--- config.mk ---
export PLATFORM = sky130hd
export DESIGN_NAME = npn_tt_sweep_ctrl
export DESIGN_NICKNAME = d
export VERILOG_FILES = /design/src/rtl/npn_tt_sweep_ctrl.sv
export SDC_FILE = /design/constraint.sdc
export NUM_CORES = 1
export LEC_CHECK = 0
export ABC_CLOCK_PERIOD_IN_PS = 1450
export CORE_ASPECT_RATIO = 0.75
export CORE_UTILIZATION = 46
export DETAILED_ROUTE_END_ITERATION = 10
export PLACE_DENSITY = 0.73
export SETUP_SLACK_MARGIN = 0.15
export SLEW_MARGIN = 10
export SYNTH_ARGS = -nofsm -noshare
export SYNTH_HDL_FRONTEND = slang
export SYNTH_SLANG_ARGS = --single-unit
--- constraint.sdc ---
create_clock -name clk -period 1.45 [get_ports clk]
set_input_delay 0.2175 -clock clk [delete_from_list [all_inputs] [get_ports clk]]
set_output_delay 0.2175 -clock clk [all_outputs]
set_load 0.005 [all_outputs]
--- src/rtl/npn_tt_sweep_ctrl.sv ---
// npn_tt_sweep_ctrl
// Sweeps a 4-input, 1-output NPN cell through all 16 minterms under a
// requested transform (input permutation, input negation, output negation)
// and returns the collected 16-bit truth table over a valid/ready handshake.
//
// Optional build macro: NPN_SWEEP_CHECK_EN
//   Adds cfg_expect / res_match / res_mismatch_cnt. The mismatch count is
//   accumulated one bit per sample edge so no wide popcount is needed at
//   the end of the sweep.
//
// state    | meaning
// ---------+------------------------------------------------------------
// ST_IDLE  | start_ready=1, waiting for start_valid; x_out=0
// ST_SWEEP | walking m=0..15, holding each minterm SETTLE_CYCLES cycles
// ST_DONE  | res_valid=1, result held until res_ready; x_out=0

module npn_tt_sweep_ctrl #(
  parameter int unsigned SETTLE_CYCLES = 1
) (
  input  logic        clk,
  input  logic        rst,
  input  logic        start_valid,
  output logic        start_ready,
  input  logic [7:0]  cfg_perm,
  input  logic [3:0]  cfg_neg,
  input  logic        cfg_oneg,
`ifdef NPN_SWEEP_CHECK_EN
  input  logic [15:0] cfg_expect,
  output logic        res_match,
  output logic [4:0]  res_mismatch_cnt,
`endif
  output logic [3:0]  x_out,
  input  logic        y_in,
  output logic        res_valid,
  input  logic        res_ready,
  output logic [15:0] res_tt,
  output logic        res_cfg_err
);

  typedef enum logic [1:0] {
    ST_IDLE  = 2'd0,
    ST_SWEEP = 2'd1,
    ST_DONE  = 2'd2
  } state_t;

  localparam logic [3:0] SETTLE_LAST = 4'(SETTLE_CYCLES - 1);

  state_t      state_q;
  logic [3:0]  m_q;
  logic [3:0]  s_q;
  logic [7:0]  perm_q;
  logic [3:0]  neg_q;
  logic        oneg_q;

  logic [3:0]  perm_seen;
  logic        perm_ok;
  logic        accept;
  logic        sample_edge;
  logic        sample_bit;

  // A permutation is legal exactly when every one of the four targets is hit.
  always_comb begin
    perm_seen = 4'b0000;
    for (int i = 0; i < 4; i++) begin
      perm_seen[cfg_perm[2*i +: 2]] = 1'b1;
    end
    perm_ok = &perm_seen;
  end

  assign accept      = (state_q == ST_IDLE) && start_valid;
  assign sample_edge = (state_q == ST_SWEEP) && (s_q == SETTLE_LAST);
  assign sample_bit  = y_in ^ oneg_q;

  // Cell input drive: transformed minterm during the sweep, all-zero otherwise.
  always_comb begin
    x_out = 4'b0000;
    if (state_q == ST_SWEEP) begin
      for (int i = 0; i < 4; i++) begin
        x_out[i] = m_q[perm_q[2*i +: 2]] ^ neg_q[i];
      end
    end
  end

  // Main sequencer: request latch, minterm/settle counters and result registers.
  always_ff @(posedge clk) begin
    if (rst) begin
      state_q     <= ST_IDLE;
      m_q         <= 4'd0;
      s_q         <= 4'd0;
      perm_q      <= 8'h00;
      neg_q       <= 4'h0;
      oneg_q      <= 1'b0;
      start_ready <= 1'b1;
      res_valid   <= 1'b0;
      res_tt      <= 16'h0000;
      res_cfg_err <= 1'b0;
    end else begin
      case (state_q)
        ST_IDLE: begin
          if (start_valid) begin
            perm_q      <= cfg_perm;
            neg_q       <= cfg_neg;
            oneg_q      <= cfg_oneg;
            m_q         <= 4'd0;
            s_q         <= 4'd0;
            res_tt      <= 16'h0000;
            start_ready <= 1'b0;
            if (!perm_ok) begin
              // Illegal permutation: report immediately, skip the sweep.
              state_q     <= ST_DONE;
              res_cfg_err <= 1'b1;
              res_valid   <= 1'b1;
            end else begin
              state_q     <= ST_SWEEP;
              res_cfg_err <= 1'b0;
            end
          end
        end

        ST_SWEEP: begin
          if (s_q == SETTLE_LAST) begin
            res_tt[m_q] <= sample_bit;
            s_q         <= 4'd0;
            m_q         <= m_q + 4'd1;
            if (m_q == 4'd15) begin
              state_q   <= ST_DONE;
              res_valid <= 1'b1;
            end
          end else begin
            s_q <= s_q + 4'd1;
          end
        end

        ST_DONE: begin
          // res_valid is always high here, so res_ready alone completes it.
          if (res_ready) begin
            state_q     <= ST_IDLE;
            res_valid   <= 1'b0;
            start_ready <= 1'b1;
          end
        end

        default: begin
          state_q     <= ST_IDLE;
          start_ready <= 1'b1;
          res_valid   <= 1'b0;
        end
      endcase
    end
  end

`ifdef NPN_SWEEP_CHECK_EN
  logic [15:0] expect_q;
  logic        diff_bit;
  logic [4:0]  cnt_next;

  assign diff_bit = sample_bit ^ expect_q[m_q];
  assign cnt_next = res_mismatch_cnt + {4'b0000, diff_bit};

  // Expected-table compare, one bit folded into the count per sample edge.
  always_ff @(posedge clk) begin
    if (rst) begin
      expect_q         <= 16'h0000;
      res_match        <= 1'b0;
      res_mismatch_cnt <= 5'd0;
    end else if (accept) begin
      expect_q         <= cfg_expect;
      res_match        <= 1'b0;
      res_mismatch_cnt <= perm_ok ? 5'd0 : 5'd16;
    end else if (sample_edge) begin
      res_mismatch_cnt <= cnt_next;
      if (m_q == 4'd15) begin
        res_match <= (cnt_next == 5'd0);
      end
    end
  end
`endif

endmodule

# Word-level counts from Yosys, hierarchy flattened
# Cells that the tools add are included.
totals:
  ff_bits: 42
  wordCells: 102
  inputBits: 18
op_classes:
  n_reduce_logical: 15
  add_sub_neg: 2
  eq_ne: 8
  order_cmp: 14
  n_mux: 44
  bitwise: 9
ops:
  columns: ["op", "n"]
  rows:
  - ["16-bit 2-to-1 mux", 2]
  - ["16-bit case mux with 2 select lines", 1]
  - ["2-bit by 3-bit less-than comparator with 1-bit output, second input constant", 8]
  - ["1-bit 2-to-1 mux", 17]
  - ["16-bit bitwise mux", 1]
  - ["4-bit 2-to-1 mux", 4]
  - ["4-bit case mux with 2 select lines", 2]
  - ["4-bit bitwise OR", 3]
  - ["2-bit 2-to-1 mux", 5]
  - ["4-bit by 1-bit adder with 4-bit output, second input constant", 2]
  - ["1-bit binary-select mux with 2-bit select", 4]
  - ["1-bit demux with 2-bit select", 4]
  - ["2-bit by 1-bit greater-or-equal comparator with 1-bit output, second input constant", 4]
  - ["4-bit AND reduction", 2]
  - ["2-bit inequality test, second input constant", 3]
  - ["1-bit case mux with 3 select lines", 2]
  - ["2-bit case mux with 3 select lines", 1]
  - ["3-bit AND reduction", 2]
  - ["1-bit logical AND", 5]
  - ["4-bit by 5-bit less-than comparator with 1-bit output, second input constant", 1]
  - ["5-bit AND reduction", 1]
  - ["1-bit bitwise XOR", 5]
  - ["1-bit demux with 4-bit select", 1]
  - ["4-bit equality test, second input constant", 1]
  - ["other kinds (9)", 11]

# Longest topological paths before layout
# Gate-level depths: netlist of the first run.
depth:
  depth_word: 11
  mapped_depth: 7
  depth_no_buf: 6

# Least setup slack after synthesis of the first run
# OpenSTA, ideal clock, no wires.
synth_timing:
  kind: "reg2reg"
  startpoint: "register s_q[0]"
  endpoint: "register res_tt[10]"
  setup_ns: 0.121
  path_stages_with_launch: 8
  t_arrival_ns: 1.460
  t_required_ns: 1.329
  path_buffers: 1
  setup_slack_ns: -0.131
  cell_sequence: "dfxtp_1 inv_1 ha_1 or3b_1 o21ai_4 buf_8 nand3_1 mux2i_1"
synth_between:
  elab_chain_len: 3
synth_rtl:
  columns: ["item", "line_no", "rtl"]
  rows:
  - ["from (decl)", "50", "logic [3:0] s_q;"]
  - ["from (signal assigned)", "130", "s_q <= s_q + 4'd1;"]
  - ["4-bit zero test", "121", "if (s_q == SETTLE_LAST) begin"]
  - ["2-bit by 1-bit inequality test with 1-bit output (no line)", null, null]
  - ["3-bit AND reduction (no line)", null, null]
  - ["to (signal, indexed assignment)", "122", "res_tt[m_q] <= sample_bit;"]
  - ["to (decl)", "36", "output logic [15:0] res_tt,"]
# No other way between the ends.
# A chain may end at the register's enable or synchronous reset.

# Final worst setup path of the first run
layout_timing:
  startpoint: "register m_q[2]"
  endpoint: "output port x_out[0]"
layout_between:
  elab_chain_len: 4
layout_rtl:
  columns: ["item", "line_no", "rtl"]
  rows:
  - ["from (decl)", "49", "logic [3:0] m_q;"]
  - ["from (signal assigned)", "124", "m_q <= m_q + 4'd1;"]
  - ["1-bit binary-select mux with 2-bit select", "79", "x_out[i] = m_q[perm_q[2*i +: 2]] ^ neg_q[i];"]
  - ["1-bit 2-to-1 mux (implied by the code)", "79", null]
  - ["1-bit bitwise XOR", "79", null]
  - ["4-bit 2-to-1 mux", "77", "if (state_q == ST_SWEEP) begin"]
  - ["to (decl)", "32", "output logic [3:0] x_out,"]
# No other way between the ends. The select of a mux whose other input is x is not followed.

==> impl_metrics.toml, run 1 <==
[floorplanning]
rows = 20
dieArea_mm2 = 0.00488
die_y_um = 60.8
fp.dieW_um = 80.4
top_level_ports = 41
start_util = 0.501
coreArea_mm2 = 0.00423

[setup_path]
arrival_ns = 1.52
crit_fanout = 5
slowest_stage = "mux4_2"
worstPathRequired_ns = 1.23
worstReg2RegStart = "s_q[1]"
worst_setup_path_start_kind = "flop"
crit_start = "m_q[2]"
critPathBufInv = 1
critPathKind = "flop to primary output"
worstPathCellList = "mux4_2 -> xnor2_1 -> nor2_1 -> buf_2"
max_stage_delay_ns = 0.49
path_delay_family = "multiplexers"
end_kind = "primary output"

[synth]
synth_cell_types = 43
synth_adder_area_share = 0.0354
synth_area_leaders = "dfxtp_1 40%, nand2_1 8.0%, mux2i_1 6.1%"
yosysTopAreaCell = "dfxtp_1"
synthMuxAreaShare = 0.104
avgSynthCellArea_um2 = 8.79
syn_area_mm2 = 0.00212
yosysMostFrequentCell = "nand2_1"
synth_xor_xnor_area_share = 0.0207
synth_top_area_frac = 0.397
synth-edff-count = 0
synth_top_family_by_area = "simple AND/OR/NAND/NOR gates"
synth-compound-area-share = 0.150
syn_inst = 241
seq_area_frac_synth = 0.397
async_reset_ff_frac = 0
synthTopCellsByCount = "45 x nand2_1, 42 x dfxtp_1, 20 x a21oi_1"
synth_ff_type = "dfxtp_1"
synth-simple-area-share = 0.240
synth_nets = 265
yosysWarnings = 0
ys_ff_latch = 42

[detailed_routing]
drtIter0Drc = 151
routed_wl_um = 5920
vias = 2065
drt_pre_antenna_iters = 4
wire_per_inst_um = 15.6
ant_nets = 0
remaining_drc_errors = 0
viasPerCell = 5.45

[timing]
hold_viol_final = 0
finalSetupViolations = 23
fin_skew_ns = 0.00914
period_needed_ns = 1.74
maxSlewHeadroom = 0.801
grt_setup_unrepaired = "yes"
whs_ns = 0.455
slew_violations = 0
finalCritPeriodShare = 1.20
max_freq_ghz = 0.574
fin_ws_ns = -0.292
worst_pin_slew_ns = 0.298

[place]
postPlaceCellArea_mm2 = 0.00278
pre_cts_ws_ns = -0.400
place.gp.congestion = 0.805
io_buffers = 40
dpl.hpwl_um = 3820

[cells_and_area]
finish.utilization = 0.762
nets = 347
syn2layout_area_growth_pct = 52.2
layout-drive-gt1-share = 0.361
n_fill_cell = 298
antenna_cells = 0
final_area_mm2 = 0.00322

[grt]
grt_antenna_before_repair = 0
first_global_vias = 1843
track_usage = 0.244
grt_max_degree = 20
grt_pass1_wl_um = 8830
gr-total-overflow = 0

[pwr]
p_total_mw = 3.59
powerDensity_mw_per_mm2 = 1110
p_leak_nw = 1.40
peakVddDrop_uv = 649

[status]
violations = "setup timing"
outcome = "finished, violations left"

[clock_tree]
ctsHtreeMaxLevel = 2
clock_latency_ns = 0.29
numCtsBuffers = 5
clk_pin_slew_ns = 0.09
clock_path_buffers = 2
hold_buffers = 0
clock_sinks = 42
cts_tree = "built"
root_buffer = "clkbuf_8"

[worst_hold_path]
hp-start = "start_ready"
hold_path.class = "flop to flop"

[flow_run]
maxCapViolCount = 0
[cell families after synthesis]
kind of cell,Yosys count
AOI/OAI and AO/OA,47
xor gates and xnor gates,5
adders and majority gates,6
buffers and inverters,21
DFF,42
muxes,17
and+or+nand+nor,103
[area by class of cell]
type,instances,area [µm²],share of cell area
clock buffer,7,86.3,0.0268
timing repair buffer,89,817,0.253
multi-input combinational,179,1350,0.419
tap,55,68.8,0.0214
sequential,42,873,0.271
clock inverter,1,5.00,0.00155
inverter,6,22.5,0.00699
[through the flow]
step	cells	setup TNS, ns
final	379	-4.32
after global routing	379	-5.42
after CTS	370	-3.80
after detailed placement	355	-11.80
after global placement	355	-10.95
after floorplan	241	-0.822
[worst register-to-register path, stage by stage (launching register included)]
cell	delay (ns)
dfxtp_2	0.33
inv_2	0.06
ha_4	0.13
or3b_4	0.43
o21ai_4	0.18
buf_12	0.15
nand4_1	0.12
mux2i_1	0.19
[cell usage in the layout (no fill, tap or decap), types with 3 or more instances in the layout]
master and n:
a211oi_2 3, a21oi_4 3, dfxtp_1 20, o31ai_1 3, buf_2 4, mux2i_1 13, o211ai_1 4, mux4_2 4
clkbuf_8 6, nor2b_4 4, nand3_1 11, dlygate4sd2_1 19, buf_4 37, xnor2_1 5, dfxtp_2 20, nand2_1 45
ha_1 5, nand4_1 5, buf_6 8, nand2b_1 4, inv_1 4, clkdlybuf4s50_1 16, a21oi_1 17, nor2b_1 3
nor2_1 12
[path summary, 6_finish.rpt]
kind,slack [ns],cells after the start,end
max,-0.29,4,x_out[0]
min reg2reg,0.46,2,start_ready
min,0.46,2,start_ready
max reg2reg,-0.24,7,res_tt[12]
[what timing repair did]
item                       in CTS  in global routing
pin swaps                      11                  9
buffers inserted                6                  7
gates resized for setup        72                 29
cloned                          1                  2
setup endpoints to repair      65                 46
[registers in the layout, indices dropped and copies added (netlist names)]
signal,flops
start_ready,1
m_q,4
oneg_q,1
perm_q,8
s_q,4
neg_q,4
state_q,2
res_valid,1
res_tt,16
res_cfg_err,1
[per-layer routing]
| layer | vias up | global-route usage | part of all wire |
|---|---|---|---|
| li1 | 1010 | - | - |
| met1 | 986 | 0.324 | 0.49 |
| met2 | 59 | 0.413 | 0.45 |
| met3 | 10 | 0.0481 | 0.044 |
| met4 | 0 | 0.0638 | 0.017 |
| met5 | - | 0 | 0 |
[power breakdown]
part | internal [mW] | total [mW] | switching (mW)
combinational | 0.720 | 1.42 | 0.702
clock | 0.385 | 0.787 | 0.402
sequential | 1.28 | 1.38 | 0.101
total | 2.38 | 3.59 | 1.21
Note: power is estimated with default switching activity, not from simulation.
==> run 2: changes to the inputs <==
==> config.mk (replaced) <==
export PLATFORM = sky130hd
export DESIGN_NAME = npn_tt_sweep_ctrl
export DESIGN_NICKNAME = d
export VERILOG_FILES = /design/src/rtl/npn_tt_sweep_ctrl.sv
export SDC_FILE = /design/constraint.sdc
export NUM_CORES = 1
export LEC_CHECK = 0
export ABC_CLOCK_PERIOD_IN_PS = 2300
export CORE_ASPECT_RATIO = 0.75
export CORE_UTILIZATION = 50
export DETAILED_ROUTE_END_ITERATION = 10
export PLACE_DENSITY = 0.75
export SETUP_SLACK_MARGIN = 0.15
export SLEW_MARGIN = 15
export SYNTH_ARGS = -nofsm -noshare
export SYNTH_HDL_FRONTEND = slang
export SYNTH_SLANG_ARGS = --single-unit
==> constraint.sdc (replaced) <==
create_clock -name clk -period 2.3 [get_ports clk]
set_input_delay 0.345 -clock clk [delete_from_list [all_inputs] [get_ports clk]]
set_output_delay 0.345 -clock clk [all_outputs]
set_load 0.005 [all_outputs]
==> run 2 against run 1 <==
  * Via count is 11% lower
  * Clock-buffer cell count fell by 1
  * Highest routed layer unchanged
  * Sequential power down 38%
  * Setup slack gained 0.52 ns
  * The run now ends clean
  * Critical endpoint is now x_out[2]
  * Largest cell class unchanged
  * Die area decreased by 7.8%
==> impl_metrics.toml, run 2 (synthesized netlist as in run 1, its figures left out) <==
[status]
outcome = "completed"

[timing]
hold_viol_final = 0
max_freq_ghz = 0.481
maxSlewHeadroom = 0.476
whs_ns = 0.465
fin_skew_ns = 0.00771
grt_setup_unrepaired = "no"
period_needed_ns = 2.08
setup_tns_ns = 0
finalSetupViolations = 0
finalCritPeriodShare = 0.903
worst_pin_slew_ns = 0.786
slew_violations = 0

[cells_and_area]
final_area_mm2 = 0.00267
top_regs = "res_tt x16, perm_q x8"
finish.utilization = 0.659
nets = 306
antenna_cells = 0
layout_common_cells = "45 x nand2_1, 36 x clkdlybuf4s50_1, 35 x dfxtp_1, 20 x a21oi_1, 14 x nor2_1"
largest_reg_flops = 16
layout-drive-gt1-share = 0.117
final_common_cell = "nand2_1"
n_fill_cell = 353
syn2layout_area_growth_pct = 26.1
regMostFlops = "res_tt"

[pwr]
p_seq_frac = 0.449
switching_share = 0.327
peakVddDrop_uv = 437
p_sw_uw = 623
pwr-share-comb = 0.291
p_clk_frac = 0.260
p_leak_nw = 1.04
cellInternalPower_mw = 1.28
powerDensity_mw_per_mm2 = 713

[detailed_routing]
viasPerCell = 5.43
ant_nets = 0
drtIter0Drc = 140
routed_wl_um = 4620
wire_per_inst_um = 13.7
vias = 1834
drt_pre_antenna_iters = 4
remaining_drc_errors = 0

[setup_path]
worstPathRequired_ns = 1.96
critPathKind = "flop to primary output"
worstPathCellList = "buf_4 -> mux4_2 -> xnor2_1 -> nor2_1 -> dlygate4sd2_1"
arrival_ns = 1.73
max_stage_delay_ns = 0.45
path_delay_family = "multiplexers"
regToRegSetupSlack_ns = 0.42
critPathBufInv = 2
end_kind = "primary output"
worst_setup_path_start_kind = "flop"
slowest_stage = "mux4_2"
reg2reg_depth = 6
crit_fanout = 4
worstReg2RegStart = "s_q[0]"
regToRegEndpoint = "m_q[2]"

[worst_hold_path]
hold_path.class = "flop to flop"
holdPathStages = 2
min_to = "res_tt[9]"
hp-start = "res_tt[9]"

[grt]
first_global_vias = 1684
grt_pass1_wl_um = 7850
gr-total-overflow = 0
grt_antenna_before_repair = 0
grt_max_degree = 24
track_usage = 0.222

[clock_tree]
clk_pin_slew_ns = 0.08
cts_tree = "built"
clock_path_buffers = 2
clock_latency_ns = 0.29
ctsHtreeMaxLevel = 2
clock_sinks = 42
root_buffer = "clkbuf_8"
numCtsBuffers = 5

[place]
dpl.hpwl_um = 3190
postPlaceCellArea_mm2 = 0.00253
place.gp.congestion = 0.799
io_buffers = 40

[floorplanning]
dieArea_mm2 = 0.00450
die_y_um = 58.4
start_util = 0.523
fp.dieW_um = 77.2
coreArea_mm2 = 0.00405
top_level_ports = 41
rows = 20

[flow_run]
maxCapViolCount = 0
run 2: power groups by stage:
stage	logic, mW	registers, mW	clock network [mW]
after global routing	0.606	0.869	0.538
final	0.554	0.856	0.495
after detailed placement	0.537	0.877	0
after floorplan	0.420	0.856	0
after CTS	0.550	0.856	0.500
after global placement	0.534	0.875	0
run 2: worst max-delay path by stage:
stage / from / to / slack [ns] / cells after the start
2_1_floorplan: s_q[0] / res_tt[10] / 0.72 / 7
3_3_place_gp: m_q[3] / x_out[1] / 0.28 / 4
3_5_place_dp: m_q[3] / x_out[2] / 0.28 / 4
4_1_cts: m_q[1] / x_out[2] / 0.23 / 5
5_1_grt: m_q[1] / x_out[2] / 0.17 / 5
6_report: m_q[1] / x_out[2] / 0.22 / 5
run 2: cell type report:
cell class                      instances  area, µm²  share of cell area
Clock buffer                            6       82.6              0.0309
Clock inverter                          2       12.5             0.00468
Inverter                                6       22.5             0.00843
Multi-Input combinational cell        178       1160               0.436
Sequential cell                        42        857               0.321
Tap cell                               55       68.8              0.0258
Timing Repair Buffer                   49        463               0.173
run 2: what timing repair did:
action / in CTS / in global routing
setup endpoints to repair: 4 / 0
setup buffers: 4 / 0
gates resized for setup: 14 / 0
hold buffers: 0 / 0
run 2: worst min-delay path, stage by stage, from the launching register on:
cell     delay [ns]
dfxtp_1        0.32
nand2_1        0.05
mux2i_1        0.05
run 2: metal layers:
layer / up-vias / wire length [µm] / GRT usage
met5: - / 0 / 0
met4: 0 / 18 / 0.0512
met3: 2 / 174 / 0.0465
met2: 37 / 1980 / 0.335
met1: 864 / 2450 / 0.327
li1: 931 / - / -
run 2: through the flow:
stage               cells  power, mW  setup slack [ns]
floorplan             241       1.28             0.719
detailed placement    326       1.41             0.277
global placement      326       1.41             0.276
global route          338       2.01             0.172
finish                338       1.91             0.223
CTS                   338       1.91             0.226
==> run 3: changes to the inputs <==
--- a/config.mk
+++ b/config.mk
@@ -7,11 +7,11 @@
 export LEC_CHECK = 0
 export ABC_CLOCK_PERIOD_IN_PS = 2300
 export CORE_ASPECT_RATIO = 0.75
+export CORE_MARGIN = 2
 export CORE_UTILIZATION = 50
 export DETAILED_ROUTE_END_ITERATION = 10
 export PLACE_DENSITY = 0.75
 export SETUP_SLACK_MARGIN = 0.15
-export SLEW_MARGIN = 15
 export SYNTH_ARGS = -nofsm -noshare
 export SYNTH_HDL_FRONTEND = slang
 export SYNTH_SLANG_ARGS = --single-unit
==> run 3 against run 2 <==
  * First-iteration DRC count down 24%
  * Combinational power down 2%
  * Sequential share of layout area about the same
  * Flip-flop and latch count unchanged
  * Routed wire length rose by 1.5%
  * Total power is 4.6% higher
  * Die area rose by 6.1%
  * Largest cell class unchanged
  * Final area down 0.23%
==> impl_metrics.toml, run 3 (synthesized netlist as in run 1, its figures left out) <==
[status]
outcome = "completed"

[cells_and_area]
top_regs = "res_tt x16, perm_q x8"
layout-drive-gt1-share = 0.108
antenna_cells = 0
syn2layout_area_growth_pct = 25.8
nets = 303
finish.utilization = 0.657
final_cells = 334
regMostFlops = "res_tt"
largest_reg_flops = 16
layout_common_cells = "45 x nand2_1, 36 x clkdlybuf4s50_1, 34 x dfxtp_1, 20 x a21oi_1, 14 x nor2_1"
final_common_cell = "nand2_1"

[clock_tree]
cts_tree = "built"
ctsHtreeMaxLevel = 2
clock_latency_ns = 0.29
numCtsBuffers = 5
clk_pin_slew_ns = 0.08
root_buffer = "clkbuf_8"
clock_path_buffers = 2
clock_sinks = 42

[timing]
finalSetupViolations = 0
whs_ns = 0.462
setup_tns_ns = 0
fin_ws_ns = 0.334
max_freq_ghz = 0.509
slew_violations = 0
grt_setup_unrepaired = "no"
finalCritPeriodShare = 0.855
fin_skew_ns = 0.00464
worst_pin_slew_ns = 0.835
period_needed_ns = 1.97
maxSlewHeadroom = 0.444
hold_viol_final = 0

[floorplanning]
rows = 20
dieArea_mm2 = 0.00478
start_util = 0.523
coreArea_mm2 = 0.00405
fp.dieW_um = 79.2
die_y_um = 60.4
top_level_ports = 41

[pwr]
p_sw_uw = 611
p_leak_nw = 1.03
p_seq_frac = 0.432
pwr-share-comb = 0.273
p_clk_frac = 0.295
peakVddDrop_uv = 344
switching_share = 0.307
powerDensity_mw_per_mm2 = 748
cellInternalPower_mw = 1.38

[detailed_routing]
remaining_drc_errors = 0
drt_pre_antenna_iters = 4
wire_per_inst_um = 14.0
vias = 1821
drtIter0Drc = 107
ant_nets = 0
routed_wl_um = 4690
viasPerCell = 5.45

[setup_path]
arrival_ns = 1.62
critPathKind = "flop to primary output"
path_delay_family = "multiplexers"
slowest_stage = "mux4_2"
max_stage_delay_ns = 0.49
worstPathRequired_ns = 1.96
worst_setup_path_start_kind = "flop"
worstPathCellList = "mux4_2 -> xnor2_1 -> nor2_1 -> dlygate4sd2_1"
critPathBufInv = 1
end_kind = "primary output"
crit_fanout = 10
regToRegSetupSlack_ns = 0.38

[grt]
grt_pass1_wl_um = 7790
grt_max_degree = 21
track_usage = 0.213
gr-total-overflow = 0
first_global_vias = 1632
grt_antenna_before_repair = 0

[place]
dpl.cell_count = 325
io_buffers = 40
dpl.hpwl_um = 3270
pre_cts_ws_ns = 0.268
place.gp.congestion = 0.795

[worst_hold_path]
hold_path.class = "flop to flop"

[flow_run]
maxCapViolCount = 0
[run 3: worst register-to-register path: stages (launching register included)]
cell and delay (ns):
dfxtp_1 0.41, inv_1 0.07, ha_1 0.21, nor3b_1 0.17
a21oi_1 0.68, o211ai_1 0.20, o31ai_1 0.10
[run 3: per-layer routing]
metal	share of wire	track usage	up-vias
li1	-	-	922
met3	0.063	0.0506	4
met4	0.010	0.0591	0
met2	0.43	0.321	48
met1	0.50	0.309	847
met5	0	0	-
[run 3: path summary, 6_finish.rpt]
check | cells past startpoint | start | end
setup / recovery | 4 | m_q[0] | x_out[2]
hold / removal | 2 | res_tt[5] | res_tt[5]
setup reg to reg | 6 | s_q[0] | res_tt[3]
hold reg to reg | 2 | res_tt[5] | res_tt[5]
[run 3: metrics by stage]
step	total power [mW]	area, µm²
after global placement	1.41	2530
after floorplan	1.28	2120
after detailed placement	1.42	2530
after CTS	2.01	2670
final	1.99	2670
after global routing	2.11	2670
[run 3: power groups by stage]
stage               clock network, mW  logic (mW)  registers, mW
global placement                    0       0.536          0.876
detailed placement                  0       0.539          0.878
finish                          0.589       0.544          0.861
CTS                             0.603       0.543          0.861
floorplan                           0       0.420          0.856
global route                    0.628       0.604          0.873
[run 3: area by class of cell]
| cell class | count | area (µm²) |
|---|---|---|
| sequential | 42 | 856 |
| multi-input combinational | 178 | 1160 |
| clock buffer | 6 | 82.6 |
| inverter | 6 | 22.5 |
| tap | 55 | 68.8 |
| clock inverter | 1 | 30.0 |
| timing repair buffer | 46 | 440 |
| fill | 379 | 1390 |
[run 3: timing repair]
| action | 4_1_cts | 5_1_grt |
|---|---|---|
| gates resized for setup | 14 | 0 |
| hold buffers | 0 | 0 |
| buffers inserted | 2 | 0 |
| endpoints found under the setup margin | 4 | 0 |
